<file path="src/rtl/fifo_rd_axis.sv">
// Read-side drain stage: turns the FIFO rd_en/dout/valid interface into a framed valid/ready stream.
// Optional delivered-beat counter is built when FIFO_RD_AXIS_STAT_EN is defined.
module fifo_rd_axis #(
    parameter int DATA_WIDTH = 8,
    parameter int LEN_WIDTH  = 8,
    parameter int BUF_AW     = 1
) (
    input  logic                  clk,
    input  logic                  rst,
    input  logic                  enable,
    input  logic [LEN_WIDTH-1:0]  cfg_burst_len,
    output logic                  fifo_rd_en,
    input  logic [DATA_WIDTH-1:0] fifo_dout,
    input  logic                  fifo_valid,
    input  logic                  fifo_empty,
    output logic [DATA_WIDTH-1:0] m_tdata,
    output logic                  m_tvalid,
    output logic                  m_tlast,
    input  logic                  m_tready,
    output logic                  idle,
    output logic                  err_unexpected,
    output logic [31:0]           stat_beats
);

    localparam int DEPTH = 1 << BUF_AW;
    localparam logic [BUF_AW:0] DEPTH_C = (BUF_AW+1)'(DEPTH);

    logic [DATA_WIDTH-1:0] mem [DEPTH];
    logic [BUF_AW:0]       count;
    logic [BUF_AW:0]       occupancy;
    logic [BUF_AW-1:0]     rptr;
    logic [BUF_AW-1:0]     wptr;
    logic                  inflight;
    logic                  pop;
    logic                  capture;
    logic [LEN_WIDTH-1:0]  beat_cnt;
    logic [LEN_WIDTH-1:0]  len_lat;
    logic [LEN_WIDTH-1:0]  len_cfg;
    logic [LEN_WIDTH-1:0]  len_eff;

    function automatic logic [LEN_WIDTH-1:0] clamp_len(input logic [LEN_WIDTH-1:0] len);
        return (len == '0) ? LEN_WIDTH'(1) : len;
    endfunction

    assign pop     = m_tvalid & m_tready;
    assign capture = fifo_valid & inflight;

    // Count the slot freed by this cycle's pop so a full buffer still reads every cycle.
    assign occupancy  = count - {{BUF_AW{1'b0}}, pop} + {{BUF_AW{1'b0}}, inflight};
    assign fifo_rd_en = ~rst & enable & ~fifo_empty & (occupancy < DEPTH_C);

    always_ff @(posedge clk) begin
        if (rst) begin
            count          <= '0;
            rptr           <= '0;
            wptr           <= '0;
            inflight       <= 1'b0;
            beat_cnt       <= '0;
            len_lat        <= LEN_WIDTH'(1);
            err_unexpected <= 1'b0;
        end else begin
            inflight <= fifo_rd_en;
            count    <= count + {{BUF_AW{1'b0}}, capture} - {{BUF_AW{1'b0}}, pop};
            if (capture) begin
                wptr <= wptr + BUF_AW'(1);
            end
            if (pop) begin
                rptr     <= rptr + BUF_AW'(1);
                beat_cnt <= m_tlast ? '0 : beat_cnt + LEN_WIDTH'(1);
                if (beat_cnt == '0) begin
                    len_lat <= len_cfg;
                end
            end
            if (fifo_valid & ~inflight) begin
                err_unexpected <= 1'b1;
            end
        end
    end

    // Buffer storage carries no reset; occupancy is tracked solely by count.
    always_ff @(posedge clk) begin
        if (capture & ~rst) begin
            mem[wptr] <= fifo_dout;
        end
    end

    assign len_cfg  = clamp_len(cfg_burst_len);
    assign len_eff  = (beat_cnt == '0) ? len_cfg : len_lat;
    assign m_tvalid = (count != '0);
    assign m_tdata  = m_tvalid ? mem[rptr] : '0;
    assign m_tlast  = m_tvalid & (beat_cnt == len_eff - LEN_WIDTH'(1));
    assign idle     = (count == '0) & ~inflight;

`ifdef FIFO_RD_AXIS_STAT_EN
    logic [31:0] stat_q;

    always_ff @(posedge clk) begin
        if (rst) begin
            stat_q <= '0;
        end else if (pop && (stat_q != 32'hFFFF_FFFF)) begin
            stat_q <= stat_q + 32'd1;
        end
    end

    assign stat_beats = stat_q;
`else
    assign stat_beats = '0;
`endif

endmodule

</file>
<file path="config.mk">
export PLATFORM = sky130hd
export DESIGN_NAME = fifo_rd_axis
export DESIGN_NICKNAME = d
export VERILOG_FILES = /design/src/rtl/fifo_rd_axis.sv
export SDC_FILE = /design/constraint.sdc
export NUM_CORES = 1
export LEC_CHECK = 0
export BUFFER_PORTS_ARGS = -buffer_cell sky130_fd_sc_hd__buf_2
export CAP_MARGIN = 20
export CORE_ASPECT_RATIO = 1.25
export CORE_MARGIN = 5
export CORE_UTILIZATION = 52
export DETAILED_ROUTE_END_ITERATION = 10
export PLACE_DENSITY = 0.82
export RECOVER_POWER = 50
export SYNTH_ARGS = -nofsm -noshare
export SYNTH_HDL_FRONTEND = slang
export SYNTH_SLANG_ARGS = --single-unit
</file>
<file path="constraint.sdc">
create_clock -name clk -period 3.6 [get_ports clk]
set_clock_uncertainty 0.1 [all_clocks]
set_input_delay 0.18 -clock clk [delete_from_list [all_inputs] [get_ports clk]]
set_output_delay 0.18 -clock clk [all_outputs]
set_load 0.05 [all_outputs]
</file>
=== Word-level counts from Yosys, hierarchy flattened ===
Memories as Yosys holds them, arrays and structs flattened. A register that Yosys moved wholly into a read port is not among the register bits.
Index checks and enable logic that the tools add are counted.

* Bits in registers: 22
* Bits in latches: 0
* Memory bits (writable): 16
* ROM bits: 0
* Output and inout bits: 45
* Word-level logic and storage cells: 42
* Memories kept: 1

{| class="wikitable"
|+ Memory list
! name !! depth !! width !! read ports !! clocked after Yosys merged registers in !! wr ports !! RTL line !! text
|-
| mem || 2 || 8 || 1 || 1 || 1 || 28 || <nowiki>logic [DATA_WIDTH-1:0] mem [DEPTH];</nowiki>
|}

* $add $sub $neg: 8
* $mul: 0
* Divide/modulo/power cells: 0
* Order comparisons: 1
* Equal/unequal tests: 1
* Shift operators: 0
* Muxes and demuxes: 8
* Bitwise operators: 12
* Reductions and logical operators: 4

{| class="wikitable"
|+ Operator list
! cell !! number
|-
| $mux W8 || 4
|-
| $logic_not A8 Y1 || 2
|-
| $and A1 B1 Y1 || 9
|-
| $add A8 B1 Y8 const B || 1
|-
| $eq A8 B8 Y1 || 1
|-
| $sub A8 B1 Y8 const B || 1
|-
| $add A2 B1 Y2 || 2
|-
| $mux W1 || 4
|-
| $sub A2 B1 Y2 || 2
|-
| $not A1 Y1 || 3
|-
| $add A1 B1 Y1 const B || 2
|-
| $logic_not A2 Y1 || 1
|-
| $lt A2 B2 Y1 const B || 1
|-
| $reduce_bool A2 Y1 || 1
|}

=== Longest topological paths before layout ===
Gate-level depths: netlist of run 1.

* Word-level depth: 7
* Depth in mapped cells: 12

=== Worst setup path before layout of run 1 ===
No wires, ideal clock.

* Path type: reg2out
* From: register count[1]
* To: output port fifo_rd_en
* Arrival time: 3738 ps
* Required time: 3320 ps
* Slack: -418 ps
* Stages on the path, launching flop included: 9
* Buffers on the path: 0
* Path through: dfxtp_1 nor2_1 inv_1 nand2_1 clkinv_1 ha_1 nor2b_1 xnor2_1 nor4b_1

* Word-level cells in the longest chain between the ends: 6

{| class="wikitable"
|+ RTL lines
! element !! RTL line !! text
|-
| start: declaration || 29 || <nowiki>logic [BUF_AW:0] count;</nowiki>
|-
| start signal: assignment || 63 || <nowiki>count <= count + {{BUF_AW{1'b0}}, capture} - {{BUF_AW{1'b0}}, pop};</nowiki>
|-
| $reduce_bool A2 Y1 || 89 || <nowiki>assign m_tvalid = (count != '0);</nowiki>
|-
| named net m_tvalid || 17 || <nowiki>output logic m_tvalid,</nowiki>
|-
| $and A1 B1 Y1 || 45 || <nowiki>assign pop = m_tvalid & m_tready;</nowiki>
|-
| named net pop || 34 || <nowiki>logic pop;</nowiki>
|-
| $sub A2 B1 Y2 || 49 || <nowiki>assign occupancy = count - {{BUF_AW{1'b0}}, pop} + {{BUF_AW{1'b0}}, inflight};</nowiki>
|-
| $add A2 B1 Y2 || 49 ||
|-
| $lt A2 B2 Y1 || 50 || <nowiki>assign fifo_rd_en = ~rst & enable & ~fifo_empty & (occupancy < DEPTH_C);</nowiki>
|-
| $and A1 B1 Y1 || 50 ||
|-
| end: declaration || 12 || <nowiki>output logic fifo_rd_en,</nowiki>
|}

The timed path passes the listed nets, and every way through them passes these cells.

=== Worst setup path in the final report of run 1 ===
* From: register beat_cnt[0]
* To: output port m_tlast

* Word-level cells in the longest chain between the ends: 5

{| class="wikitable"
|+ RTL lines
! element !! RTL line !! text
|-
| start: declaration || 36 || <nowiki>logic [LEN_WIDTH-1:0] beat_cnt;</nowiki>
|-
| start signal: assignment || 69 || <nowiki>beat_cnt <= m_tlast ? '0 : beat_cnt + LEN_WIDTH'(1);</nowiki>
|-
| $logic_not A8 Y1 || 88 || <nowiki>assign len_eff = (beat_cnt == '0) ? len_cfg : len_lat;</nowiki>
|-
| $mux W8 || n/a ||
|-
| $sub A8 B1 Y8 || 91 || <nowiki>assign m_tlast = m_tvalid & (beat_cnt == len_eff - LEN_WIDTH'(1));</nowiki>
|-
| $eq A8 B8 Y1 * || 91 ||
|-
| $and A1 B1 Y1 * || 91 ||
|-
| end: declaration || 18 || <nowiki>output logic m_tlast,</nowiki>
|}

Mark *: on every way between the ends. The rest lies on a longest branch, timed or not.

==> results of run 1 <==
==> area by class of cell <==
class                   instances  area (um2)  share of cell area
clock inverters                 3        23.8             0.00884
flip-flops and latches         39         941               0.350
inverters                      10        37.5              0.0140
multi-input cells             190        1240               0.461
repair buffers                 51         307               0.114
clock buffers                   5        68.8              0.0256
well taps                      58        72.6              0.0270
==> Yosys cell counts, drive strengths merged, types with 2 or more instances <==
master  count
buf        37
dfxtp      23
nor2       22
nand2      20
edfxtp     16
mux2i      12
xnor2      12
a21oi      11
nor3       11
inv         9
xor2        9
clkbuf      7
ha          6
nand4       4
nor2b       4
nor4        4
o31ai       4
and4        3
nand2b      3
nor3b       3
nor4b       3
o21ai       3
or4         3
a211o       2
a211oi      2
a311oi      2
and2        2
and3        2
==> how the worst max path moves through the flow <==
stage                           start          to  slack [ns]  cells past startpoint
final                     beat_cnt[0]     m_tlast        0.29                     12
after global routing      beat_cnt[1]     m_tlast        0.06                     12
after CTS                 beat_cnt[2]     m_tlast        0.13                      9
after detailed placement  beat_cnt[2]     m_tlast        0.50                      9
after global placement    beat_cnt[2]     m_tlast        0.51                      9
after floorplan              count[1]  fifo_rd_en        0.27                      8
==> flip-flops by register name, indices dropped and copies added (netlist names), named ones only <==
register        flops
beat_cnt            8
inflight            1
rptr                1
mem                16
err_unexpected      1
len_lat             8
count               2
wptr                1
==> metrics by stage <==
stage	area [um2]	worst slack [ns]	total power, mW	cells
after global routing	2690	0.0631	1.71	356
after detailed placement	2500	0.505	1.30	337
after global placement	2500	0.512	1.30	337
after floorplan	2530	0.266	1.17	283
after CTS	2690	0.126	1.62	354
final	2690	0.286	1.62	356
==> what timing repair did <==
item / in CTS / in global routing
hold endpoints to repair: 17 / 0
hold buffers: 9 / 0
setup endpoints to repair: 0 / 1
setup buffers: 0 / 1
==> power by group <==
part / total [mW] / internal, mW / leakage (nW) / switching (mW)
sequential: 0.551 / 0.501 / 0.331 / 0.0501
clock: 0.304 / 0.138 / 0.0408 / 0.166
combinational: 0.760 / 0.241 / 0.719 / 0.518
total: 1.62 / 0.881 / 1.09 / 0.734
==> metal layers <==
layer  vias to the layer above  routed length [um]  share of wire
li1                        908                   -              -
met1                       843                2000           0.41
met2                        54                2590           0.53
met3                         5                 301          0.061
met4                         0                  38         0.0077
met5                         -                   0              0
==> kinds of logic (layout without fill, tap and decap cells) <==
kind of cell	Yosys count	count (layout)
AO/OA/AOI/OAI	32	32
XOR/XNOR	21	21
adder cells (fa/ha/maj)	6	6
buffers and inverters	54	69
flip-flops	39	39
multiplexers	12	12
other	1	32
AND/OR/NAND/NOR	87	87
==> worst min-delay path, stage by stage <==
cell and delay (ns):
buf_2 0.09, a21oi_1 0.05, nor2_1 0.07
==> results.toml, run 1 <==
[setup_path]
r2r_slack_ns = 0.61
crit_fanout = 8
path_cells = "inv_1 -> ha_1 -> nor3b_1 -> buf_4 -> nand3b_1 -> o22ai_1 -> ha_1 -> o21ai_0 -> xor2_1 -> and4_1 -> and3_2 -> buf_2"
rr_startpoint = "beat_cnt[0]"
worstReg2RegEnd = "beat_cnt[4]"
cp.arrival_ns = 3.03
crit_family = "simple AND/OR/NAND/NOR gates"
path_buf_inv = 3
cp-start-kind = "flip-flop"
reg2regPathDepth = 12
criticalPathCategory = "flip-flop to primary output"
cp_slowest_stage_delay_ns = 0.37
worst_path_max_delay_cell = "dfxtp_1"
cp-end-kind = "primary output"
crit_required_ns = 3.32
cpMostUsedCell = "ha_1"

[yosys]
synthSimpleGateAreaFrac = 0.208
async_reset_ff_frac = 0
synth.area.top_cells = "edfxtp_1, dfxtp_1, buf_4, mux2i_1, xnor2_1"
synth_top_family_by_area = "simple AND/OR/NAND/NOR gates"
synth_top_area_cell = "edfxtp_1"
synth_top_area_frac = 0.199
ys_warn_count = 0
synth_enable_flop_cells = 16
synth_adder_area_share = 0.0312
synth_area_per_cell_um2 = 9.56
yosysUniqueCellTypes = 51
synthMuxAreaShare = 0.0498
synth_cells = 252
synthesis.area_um2 = 2410
yosysSeqAreaShare = 0.390
ys_seq_elements = 39
synth_compound_area_frac = 0.0961
ys.flop_type = "dfxtp_1"
synth_xor_area_frac = 0.0763

[sta]
setup_viol_count_final = 0
slew_headroom = 0.607
whs_ns = 0.0305
slew_violations = 0
setup-tns-final_ns = 0
hold_viol = 0
rsz0062_at_grt = "false"
fmax_mhz = 302
post-route-period-util = 0.921
period_needed_ns = 3.31
tightest_slew_ns = 0.593

[die]
rows = 27
die_h_um = 86.1
core_area_um2 = 4460
start_util = 0.540
die-area_um2 = 6100
pin_count = 67
die_w_um = 70.9

[layout]
final_common_cell = "conb_1"
syn_to_final_growth_pct = 11.6
antenna_cells = 0
final_layout_size_suffix_gt1_frac = 0.198
postLayoutCoreUtil = 0.603
final_cell_mix = "conb_1, buf_2, dfxtp_1"
nets = 325
fillerInstances = 402

[clock_tree]
cts_root_buf = "clkbuf_8"
clk_latency_ns = 0.29
h-tree-depth = 2
path_clk_slew_ns = 0.08
clock_path_buffers = 2
cts_tree = "yes"
clkSinkCount = 39
numCtsBuffers = 5
ctsResizeCount = 0

[placed_design]
io_buffers = 34
finalWeightedCongestion = 0.901
hpwlAfterDp_um = 3620

[pwr]
p_leak_nw = 1.09
power.density_nw_per_um2 = 601
ir_drop_v = 0.000387

[run_status]
status = "finished clean"

[drt]
drt_wl_total_um = 4930
drt_iter0_drc = 112
viasPerCell = 5.08
ant_nets = 0
firstDrtPassIters = 4
wire_per_inst_um = 13.9
dr_total_vias = 1810
drc = 0

[grt]
grt_pass1_vias = 1762
gr-usage-met1 = 0.196
met2_usage = 0.292
antenna_found_initial = 0
grt_overflow_total = 0
grt_max_degree = 28
grt_pass1_wl_um = 8160
gr-max-usage-layer = "met2"
global_route.usage.total = 0.164
met3_usage = 0.0352

[worst_hold_path]
holdPathEnd = "err_unexpected"
min_path_type = "input pin to flip-flop"
worstHoldStart = "fifo_valid"
min_delay_path_depth = 3

[flow_run]
maxCapViolations = 0
(Power assumes the default switching activity.)
==> inputs of run 2 (changes only) <==
--- a/config.mk
+++ b/config.mk
@@ -8,10 +8,10 @@
 export BUFFER_PORTS_ARGS = -buffer_cell sky130_fd_sc_hd__buf_2
 export CAP_MARGIN = 20
 export CORE_ASPECT_RATIO = 1.25
-export CORE_MARGIN = 5
-export CORE_UTILIZATION = 52
+export CORE_UTILIZATION = 54
+export CTS_BUF_LIST = sky130_fd_sc_hd__clkbuf_4 sky130_fd_sc_hd__clkbuf_8
 export DETAILED_ROUTE_END_ITERATION = 10
-export PLACE_DENSITY = 0.82
+export PLACE_DENSITY = 0.84
 export RECOVER_POWER = 50
 export SYNTH_ARGS = -nofsm -noshare
 export SYNTH_HDL_FRONTEND = slang
==> run 2 against run 1 <==
Die area shrank 22%. Hold slack gained 0.0028 ns. Design area rose by 0.84%. Critical path type unchanged. Routed wire length is 6.7% lower. Largest power group unchanged. Clock power increased by 44%.
==> results.toml, run 2 (synthesis gave the netlist of run 1 again) <==
[setup_path]
crit_fanout = 8
path_cells = "or4_4 -> nor3_4 -> mux2i_1 -> ha_1 -> o21ai_0 -> xor2_1 -> and4_1 -> and3_2 -> buf_2"
crit_required_ns = 3.32
cp_slowest_stage_delay_ns = 0.62
worst_path_max_delay_cell = "or4_4"
cp.arrival_ns = 3.11
cp-start-kind = "flip-flop"
criticalPathCategory = "flip-flop to primary output"
r2r_slack_ns = 0.53
cp-end-kind = "primary output"
path_buf_inv = 1
crit_family = "simple AND/OR/NAND/NOR gates"

[layout]
top_regs = "mem (16), beat_cnt (8), len_lat (8)"
syn_to_final_growth_pct = 12.5
antenna_cells = 0
final_layout_size_suffix_gt1_frac = 0.176
top_register = "mem"
largest_reg_flops = 16
nets = 323
final_cell_mix = "conb_1, dfxtp_1, buf_2"
final_common_cell = "conb_1"

[clock_tree]
h-tree-depth = 2
numCtsBuffers = 5
clk_latency_ns = 0.30
clkSinkCount = 39
hold_buffers = 9
path_clk_slew_ns = 0.08
ctsResizeCount = 0
cts_root_buf = "clkbuf_8"
cts_tree = "yes"
clock_path_buffers = 2
postCtsSetupBuffers = 0

[drt]
drt_wl_total_um = 4600
drt_iter0_drc = 120
viasPerCell = 5.17
dr_total_vias = 1819
wire_per_inst_um = 13.1
drc = 0
firstDrtPassIters = 4
ant_nets = 0

[placed_design]
hpwlAfterDp_um = 3310
io_buffers = 34
finalWeightedCongestion = 0.931

[pwr]
power.density_nw_per_um2 = 637
ir_drop_v = 0.000420
p_leak_nw = 1.08
p_total_mw = 1.73

[sta]
setup-tns-final_ns = 0
whs_ns = 0.0333
setup_viol_count_final = 0
period_needed_ns = 3.39
hold_viol = 0
fmax_mhz = 295
post-route-period-util = 0.942
slew_violations = 0
slew_headroom = 0.270
rsz0062_at_grt = "false"
tightest_slew_ns = 1.09

[die]
start_util = 0.574
die-area_um2 = 4740
rows = 26
die_w_um = 61.8
pin_count = 67
die_h_um = 76.7
core_area_um2 = 4200

[run_status]
status = "finished clean"

[grt]
global_route.usage.total = 0.204
grt_pass1_vias = 1624
grt_overflow_total = 0
grt_pass1_wl_um = 7230
antenna_found_initial = 0
grt_max_degree = 28

[worst_hold_path]
min_path_type = "input pin to flip-flop"

[flow_run]
maxCapViolations = 0
[run 2: cell count changes in the layout (fill, tap and decap cells not counted)]
cell	change
clkbuf_2	-1
bufinv_16	+2
clkbuf_1	+5
inv_6	-1
buf_4	-1
clkinvlp_4	-1
buf_2	-5
[run 2: routing by layer]
layer | wire length [um] | vias to the layer above | GRT usage | share of wire
li1 | - | 898 | - | -
met1 | 1910 | 851 | 0.247 | 0.41
met2 | 2390 | 62 | 0.346 | 0.52
met3 | 226 | 8 | 0.0405 | 0.049
met4 | 79 | 0 | 0.0711 | 0.017
met5 | 0 | - | 0 | 0
[run 2: layout make-up]
class                   count  area (um2)
clock buffers               5        68.8
clock inverters             3        67.6
inverters                  10        37.5
well taps                  56        70.1
fillers                   350        1490
flip-flops and latches     39         941
repair buffers             49         288
multi-input cells         190        1240
[run 2: stage by stage]
stage,utilization,setup slack (ns),area (um2),cells
4_1_cts,0.650,0.200,2730,352
3_3_place_gp,0.596,0.615,2500,335
2_1_floorplan,-,0.266,2530,283
6_report,0.646,0.210,2710,352
3_5_place_dp,0.596,0.574,2500,335
5_1_grt,0.646,0.0348,2710,352
[run 2: final timing paths]
check	from	endpoint	cells after the start
min	fifo_valid	err_unexpected	3
max	beat_cnt[2]	m_tlast	9
min reg2reg	err_unexpected	err_unexpected	2
max reg2reg	beat_cnt[2]	beat_cnt[5]	9
[run 2: power breakdown]
group          leakage [nW]  switching [mW]  internal, mW  total, mW
clock network        0.0644           0.162         0.276      0.438
registers             0.331          0.0498         0.501      0.551
logic                 0.689           0.511         0.226      0.737
[run 2: worst register-to-register path, cell delays in order, from the launching register on]
cell and delay (ns):
dfxtp_1 0.41, or4_4 0.62, nor3_4 0.27, mux2i_1 0.28, ha_1 0.23, o21ai_0 0.12, xor2_1 0.17, and4_1 0.25
and4_1 0.42, nor3_2 0.08
